## config.mk

```make
export PLATFORM = sky130hd
export DESIGN_NAME = spi_txn_sched
export DESIGN_NICKNAME = d
export VERILOG_FILES = /design/src/rtl/spi_txn_sched.sv
export SDC_FILE = /design/constraint.sdc
export NUM_CORES = 1
export LEC_CHECK = 0
export ABC_AREA = 1
export BUFFER_PORTS_ARGS = -buffer_cell sky130_fd_sc_hd__buf_2
export CORE_ASPECT_RATIO = 1.5
export CORE_UTILIZATION = 35
export DETAILED_ROUTE_END_ITERATION = 8
export PLACE_DENSITY_LB_ADDON = 0.2
export SLEW_MARGIN = 5
export SYNTH_ARGS = -nofsm -noshare
export SYNTH_HDL_FRONTEND = slang
export SYNTH_SLANG_ARGS = --single-unit
export TNS_END_PERCENT = 1
```

## constraint.sdc

```tcl
create_clock -name i_clk -period 4.7 [get_ports i_clk]
set_clock_uncertainty 0.1 [all_clocks]
set_input_delay 0.705 -clock i_clk [delete_from_list [all_inputs] [get_ports i_clk]]
set_output_delay 0.705 -clock i_clk [all_outputs]
set_load 0.03 [all_outputs]
```

## src/rtl/spi_txn_sched.sv

```systemverilog
`default_nettype none
// ============================================================================
//  Module      : spi_txn_sched
//  Description : Two-requester round-robin scheduler in front of a single SPI
//                main. Grants one requester at a time, configures the SPI
//                mode for one cycle, streams the requested number of bytes,
//                guards the transfer with a watchdog and enforces an idle gap
//                with chip-select released between transactions.
//  Revision    : 1.0 - initial release
// ============================================================================
module spi_txn_sched #(
    parameter int LEN_W   = 4,
    parameter int GAP_CYC = 2,
    parameter int TIMEOUT = 64
) (
    input  logic                 i_clk,
    input  logic                 i_rst,
    // requester side
    input  logic [1:0]           i_req,
    input  logic [3:0]           i_req_mode,
    input  logic [2*LEN_W-1:0]   i_req_len,
    input  logic [15:0]          i_req_tx_byte,
    output logic [1:0]           o_grant,
    output logic [1:0]           o_byte_ack,
    output logic [1:0]           o_rx_valid,
    output logic [7:0]           o_rx_byte,
    output logic [1:0]           o_done,
    output logic [1:0]           o_err,
    output logic                 o_busy,
    // SPI main side
    output logic                 o_spi_com_start,
    output logic                 o_spi_mode_sel,
    output logic [1:0]           o_spi_mode,
    output logic [7:0]           o_spi_tx_byte,
    input  logic                 i_spi_tx_done,
    input  logic                 i_spi_rx_done,
    input  logic [7:0]           i_spi_rx_byte
);

    // ------------------------------------------------------------------
    // Constants
    // ------------------------------------------------------------------
    localparam logic [1:0] c_ST_IDLE = 2'd0;
    localparam logic [1:0] c_ST_CFG  = 2'd1;
    localparam logic [1:0] c_ST_XFER = 2'd2;
    localparam logic [1:0] c_ST_GAP  = 2'd3;

    localparam int c_WD_W  = $clog2(TIMEOUT + 1);
    localparam int c_GAP_W = $clog2(GAP_CYC + 1);

    // Watchdog fires when the count that is about to be reached equals TIMEOUT,
    // so the error pulse lands exactly TIMEOUT cycles after XFER entry.
    localparam logic [c_WD_W-1:0]  c_WD_LAST  = c_WD_W'(TIMEOUT - 1);
    localparam logic [c_GAP_W-1:0] c_GAP_LAST = c_GAP_W'(GAP_CYC - 1);
    localparam logic [LEN_W-1:0]   c_LEN_ONE  = LEN_W'(1);
    localparam logic [LEN_W-1:0]   c_LEN_ZERO = '0;

    // ------------------------------------------------------------------
    // Registers
    // ------------------------------------------------------------------
    logic [1:0]         r_state;
    logic [1:0]         r_grant;
    logic               r_rr_last;      // index of the requester granted last
    logic [LEN_W-1:0]   r_rem;          // bytes still to be received
    logic [c_WD_W-1:0]  r_wdog;
    logic [c_GAP_W-1:0] r_gap_cnt;
    logic               r_tx_done_dly;
    logic               r_rx_done_dly;
    logic [1:0]         r_byte_ack;
    logic [1:0]         r_rx_valid;
    logic [7:0]         r_rx_byte;
    logic [1:0]         r_done;
    logic [1:0]         r_err;
    logic               r_com_start;
    logic               r_mode_sel;
    logic [1:0]         r_spi_mode;

    // ------------------------------------------------------------------
    // Combinational helpers
    // ------------------------------------------------------------------
    logic               w_pick1;
    logic [1:0]         w_win;
    logic [1:0]         w_win_mode;
    logic [LEN_W-1:0]   w_win_len;
    logic               w_tx_rise;
    logic               w_rx_rise;
    logic [7:0]         w_tx_byte;

    // Round-robin pick: requester 1 wins when alone, or on a tie when
    // requester 0 was the previous owner.
    always_comb begin
        w_pick1    = i_req[1] & (~i_req[0] | ~r_rr_last);
        w_win      = w_pick1 ? 2'b10 : 2'b01;
        w_win_mode = w_pick1 ? i_req_mode[3:2] : i_req_mode[1:0];
        w_win_len  = w_pick1 ? i_req_len[2*LEN_W-1:LEN_W] : i_req_len[LEN_W-1:0];
    end

    // Byte-done events are 0->1 transitions against the registered copies.
    always_comb begin
        w_tx_rise = i_spi_tx_done & ~r_tx_done_dly;
        w_rx_rise = i_spi_rx_done & ~r_rx_done_dly;
    end

    // TX byte follows the current owner's byte with no register stage.
    always_comb begin
        w_tx_byte = 8'h00;
        if (r_grant[0]) begin
            w_tx_byte = i_req_tx_byte[7:0];
        end else if (r_grant[1]) begin
            w_tx_byte = i_req_tx_byte[15:8];
        end
    end

    // Scheduler state machine with all outputs registered.
    always_ff @(posedge i_clk) begin
        if (i_rst) begin
            r_state       <= c_ST_IDLE;
            r_grant       <= 2'b00;
            r_rr_last     <= 1'b1;
            r_rem         <= '0;
            r_wdog        <= '0;
            r_gap_cnt     <= '0;
            r_tx_done_dly <= 1'b0;
            r_rx_done_dly <= 1'b0;
            r_byte_ack    <= 2'b00;
            r_rx_valid    <= 2'b00;
            r_rx_byte     <= 8'h00;
            r_done        <= 2'b00;
            r_err         <= 2'b00;
            r_com_start   <= 1'b0;
            r_mode_sel    <= 1'b0;
            r_spi_mode    <= 2'b00;
        end else begin
            r_tx_done_dly <= i_spi_tx_done;
            r_rx_done_dly <= i_spi_rx_done;

            // single-cycle pulses default low
            r_byte_ack <= 2'b00;
            r_rx_valid <= 2'b00;
            r_done     <= 2'b00;
            r_err      <= 2'b00;

            case (r_state)
                c_ST_IDLE: begin
                    if (|i_req) begin
                        r_grant    <= w_win;
                        r_rem      <= w_win_len;
                        r_spi_mode <= w_win_mode;
                        r_mode_sel <= 1'b1;
                        r_state    <= c_ST_CFG;
                    end
                end

                c_ST_CFG: begin
                    r_mode_sel <= 1'b0;
                    r_wdog     <= '0;
                    r_gap_cnt  <= '0;
                    if (r_rem != c_LEN_ZERO) begin
                        r_com_start <= 1'b1;
                        r_state     <= c_ST_XFER;
                    end else begin
                        // empty transaction completes without touching the bus
                        r_done  <= r_grant;
                        r_state <= c_ST_GAP;
                    end
                end

                c_ST_XFER: begin
                    if (w_tx_rise) begin
                        r_byte_ack <= r_grant;
                    end
                    if (w_rx_rise) begin
                        r_rx_byte  <= i_spi_rx_byte;
                        r_rx_valid <= r_grant;
                        r_rem      <= r_rem - c_LEN_ONE;
                        r_wdog     <= '0;
                        if (r_rem == c_LEN_ONE) begin
                            r_com_start <= 1'b0;
                            r_done      <= r_grant;
                            r_gap_cnt   <= '0;
                            r_state     <= c_ST_GAP;
                        end
                    end else if (r_wdog == c_WD_LAST) begin
                        r_com_start <= 1'b0;
                        r_err       <= r_grant;
                        r_gap_cnt   <= '0;
                        r_state     <= c_ST_GAP;
                    end else begin
                        r_wdog <= r_wdog + 1'b1;
                    end
                end

                c_ST_GAP: begin
                    // owner keeps the grant until the gap has elapsed
                    if (r_gap_cnt == c_GAP_LAST) begin
                        r_rr_last <= r_grant[1];
                        r_grant   <= 2'b00;
                        r_state   <= c_ST_IDLE;
                    end else begin
                        r_gap_cnt <= r_gap_cnt + 1'b1;
                    end
                end

                default: begin
                    r_state <= c_ST_IDLE;
                end
            endcase
        end
    end

    // ------------------------------------------------------------------
    // Output mapping
    // ------------------------------------------------------------------
    assign o_grant         = r_grant;
    assign o_byte_ack      = r_byte_ack;
    assign o_rx_valid      = r_rx_valid;
    assign o_rx_byte       = r_rx_byte;
    assign o_done          = r_done;
    assign o_err           = r_err;
    assign o_busy          = (r_state != c_ST_IDLE);
    assign o_spi_com_start = r_com_start;
    assign o_spi_mode_sel  = r_mode_sel;
    assign o_spi_mode      = r_spi_mode;
    assign o_spi_tx_byte   = w_tx_byte;

endmodule
`default_nettype wire

```

; Word-level counts from Yosys, hierarchy flattened
; Index checks and enable logic that the tools add are counted.
[classes]
muxes = 36
n_addsub = 3
eq_ne = 14
n_reduce_logical = 22
bitwise = 12
[op_table]
columns = operator, count
row1 = $mux 2, 15
row2 = $mux 8, 2
row3 = $mux 7, 2
row4 = $pmux 7 s2, 1
row5 = $mux 4, 3
row6 = $reduce_and 4->1, 3
row7 = $ne 2x2->1 const B, 5
row8 = $reduce_and 2->1, 5
row9 = $reduce_bool 2->1, 5
row10 = $ne 3x3->1 const B, 3
row11 = $not 1->1, 8
row12 = $pmux 2 s2, 2
row13 = $pmux 2 s4, 1
row14 = $pmux 4 s2, 1
row15 = $add 7x1->7 const B, 1
row16 = $eq 7x6->1 const B, 1
row17 = $mux 1, 6
row18 = $pmux 2 s3, 1
row19 = $reduce_and 3->1, 2
row20 = $reduce_or 3->1, 2
row21 = $eq 2x1->1 const B, 2
row22 = $eq 2x2->1 const B, 2
row23 = $eq 4x1->1 const B, 1
row24 = $pmux 1 s2, 2
row25 = 9 further kinds, 11
[totals]
out_inout_bits = 31
register_bits = 40
word_cells = 103
in_bits = 42

; Depth between registers and ports, before layout
[logic_depth]
ltp_word = 6
ltp_mapped = 10
mapped_depth_nobuf = 9

; Least setup slack after synthesis
; OpenSTA, ideal clock, no wires.
[synth_timing]
kind = flip-flop to output port
start = reg r_grant[0], in the netlist o_grant[0]
end = out o_spi_tx_byte[0]
t_required_ns = 3.895
path_buffers = 2
path_slack_ns = 2.695
stages_incl_launch_ff = 6
arrival_time_ns = 1.200
path_cell_list = dfxtp_1 -> buf_2 -> inv_1 -> buf_2 -> nand3_1 -> nand2_1
[synth_between]
elab_chain_len = 1
[synth_lines]
columns = element, line_no
row1 = start: declaration, 62  ; logic [1:0] r_grant;
row2 = start signal: assignment, 146  ; r_grant <= w_win;
row3 = $mux 8, 107  ; if (r_grant[0]) begin
row4 = end: declaration, 34  ; output logic [7:0] o_spi_tx_byte,
; No other way between the ends.

; Worst setup path after layout
[layout_timing]
start = reg r_grant[0], in the netlist o_grant[0]
end = out o_spi_tx_byte[3]
; The elaborated chain is that of the path after synthesis.

==> flow_summary.ini <==
[route]
firstDrtPassIters = 4
ant_nets = 0
drc = 0
first_iter_violations = 50
wl_per_cell_um = 11.1
num_vias = 2052
drt-vias-per-instance = 4.56
routed_wl_mm = 4.98

[yosys]
synth_ff_type = dfxtp_1
synth_xor_area_share_pct = 0.406
yosys.area_share.simple_pct = 36.3
synth_common_cells = 70 x nand2_1, 60 x nor2_1, 40 x dfxtp_1
yosys-top-cells-area = dfxtp_1 37%, nand2_1 12%, nor2_1 10%
syn_area_mm2 = 0.00216
synth_area_per_cell_um2 = 7.03
netlist_instances = 307
synthMuxAreaShare_pct = 0
synth_compound_area_share_pct = 11.7
synth_top_family_by_area = simple AND/OR/NAND/NOR gates
synthAdderAreaFrac_pct = 5.80
ys_seq_elements = 40
yosysMostFrequentCell = nand2_1
synth_edf_count = 0
yosysTopAreaCell = dfxtp_1
syn-num-nets = 359
yosysSeqAreaShare_pct = 37.1
synth_top_area_share_pct = 37.1
yosys_warnings = 0
ys_types = 31
async_flop_share_pct = 0

[sta]
period_share_pct = 48.6
setup_viol = 0
tightest_slew_ns = 0.831
min_period_ns = 2.29
final_hold_viol_count = 0
drv_slew = 0
rsz0062_at_grt = no
setup_ws_ns = 2.41
worst_hold_slack_ns = 0.373
slew-limit-headroom_pct = 44.5
fmax_ghz = 0.437
fin_tns_setup_ns = 0

[clock_tree]
clk_pin_slew_ns = 0.08
cts_setup_buffers = 0
cts.sinks = 40
cts.hold.buffers_added = 0
htree_num_levels = 2
cts_tree = built
cts_made_buffers = 5
ctsResizeCount = 0
clk_path_buf_depth = 2
clk_latency_ns = 0.29
cts_root_buffer = clkbuf_8

[cells_and_area]
nNetsFinal = 429
diodes = 0
synthToLayoutAreaGrowth_pct = 23.5
drive_above_1_share_pct = 27.5

[critical_path]
slowest_delay_ns = 0.54
worstPathMaxFanout = 12
crit_buf_inv = 2
critPathLaunchType = flop
crit_family = flip-flops
crit_chain = inv_1 -> nand3_1 -> nand2_1 -> buf_2
critPathArrivalTime_ns = 1.48
path_class = flop to output port
crit_slowest_cell = dfxtp_1
worstSetupEndpointType = output port
required_ns = 3.89

[place]
dp_hpwl_mm = 3.82
gp_congestion = 0.835
portBuffers = 72
pre_cts_ws_ns = 2.62

[die]
row_count = 34
io_pins = 73
die_h_um = 98.2
core_mm2 = 0.00587
die_w_um = 66.1
dieArea_mm2 = 0.00649
start_util_pct = 36.7

[global_route]
grt_max_degree = 31
grt_pass1_vias = 1972
grt-ovfl-total = 0
grt_use_total_pct = 16.6
grt_pass1_wl_mm = 8.32
antenna_found_initial = 0

[outcome]
status = finished, final reports clean

[power]
ir_drop_mv = 0.230
total_power_mw = 1.50
powerDensity_mw_per_mm2 = 563
p_leak_nw = 1.38

[worst_hold_path]
hp-class = flop to flop

[run]
maxCapViolations = 0
## tightest hold or removal path: cells and delay by family (launching register included)
kind          cells  cell delay [ns]
buf+inv           1             0.03
flops             1             0.33
simple gates      1             0.08
## metal layers
| layer | vias up | global-route usage, % | share of wire (%) |
|---|---|---|---|
| met3 | 7 | 3.04 | 6.2 |
| met4 | 0 | 6.87 | 1.8 |
| met1 | 865 | 18.3 | 43 |
| met5 | - | 0 | 0 |
| li1 | 1108 | - | - |
| met2 | 72 | 30.1 | 48 |
## cell usage in the layout, fill, tap and decap left out, types with 5 or more instances in the layout
| cell type | netlist | layout |
|---|---|---|
| inv_1 | 29 | 29 |
| nand2_1 | 70 | 70 |
| nor2_1 | 60 | 60 |
| buf_2 | 5 | 72 |
| clkbuf_8 | 0 | 5 |
| dfxtp_1 | 40 | 40 |
| nand3_1 | 16 | 16 |
| a21oi_1 | 8 | 8 |
| o21ai_1 | 10 | 10 |
| nor3_1 | 7 | 7 |
| o21ai_0 | 15 | 15 |
| ha_1 | 10 | 10 |
## layout make-up
cell class	instances	area, µm²
Timing Repair Buffer	72	360
Tap cell	72	90.1
Clock buffer	5	68.8
Fill cell	607	3210
Sequential cell	40	801
Inverter	34	133
Multi-Input combinational cell	224	1170
Clock inverter	3	42.5
## cells by family after synthesis
logic type | count (synthesis)
and+or+nand+nor | 170
buffers and inverters | 43
DFF | 40
adders and majority gates | 10
AOI/OAI and AO/OA | 43
xor gates and xnor gates | 1
## registers in the layout (all words and copies together) (netlist names), 2 cells and up
register    cells
o_spi_mode      2
o_done          2
r_rem           4
o_rx_byte       8
r_state         2
o_err           2
r_gap_cnt       2
o_grant         2
o_byte_ack      2
r_wdog          7
o_rx_valid      2
## through the flow
step | cells | util (%) | cell area [µm²]
after floorplan | 307 | - | 2160
after global placement | 442 | 43.5 | 2550
after detailed placement | 442 | 43.5 | 2550
after CTS | 450 | 45.4 | 2660
after global routing | 450 | 45.4 | 2660
final | 450 | 45.4 | 2660
## where the power goes
| part | internal (mW) | total (mW) | leakage, nW | switching, mW |
|---|---|---|---|---|
| clock | 0.157 | 0.281 | 0.0541 | 0.124 |
| sequential | 0.409 | 0.477 | 0.327 | 0.0685 |
| combinational | 0.241 | 0.742 | 1.00 | 0.502 |
## final timing paths
check,start,depth (start not counted),slack (ns),to
hold reg to reg,r_wdog[6]$_SDFFE_PP0P_,2,0.37,r_wdog[6]$_SDFFE_PP0P_
setup reg to reg,r_state[0]$_SDFFE_PP0P_,9,2.68,r_state[1]$_SDFFE_PP0P_
hold / removal,r_wdog[6]$_SDFFE_PP0P_,2,0.37,r_wdog[6]$_SDFFE_PP0P_
setup / recovery,o_grant[0]$_SDFFE_PP0P_,4,2.41,o_spi_tx_byte[3]
Power figures use the tool's default switching activity.
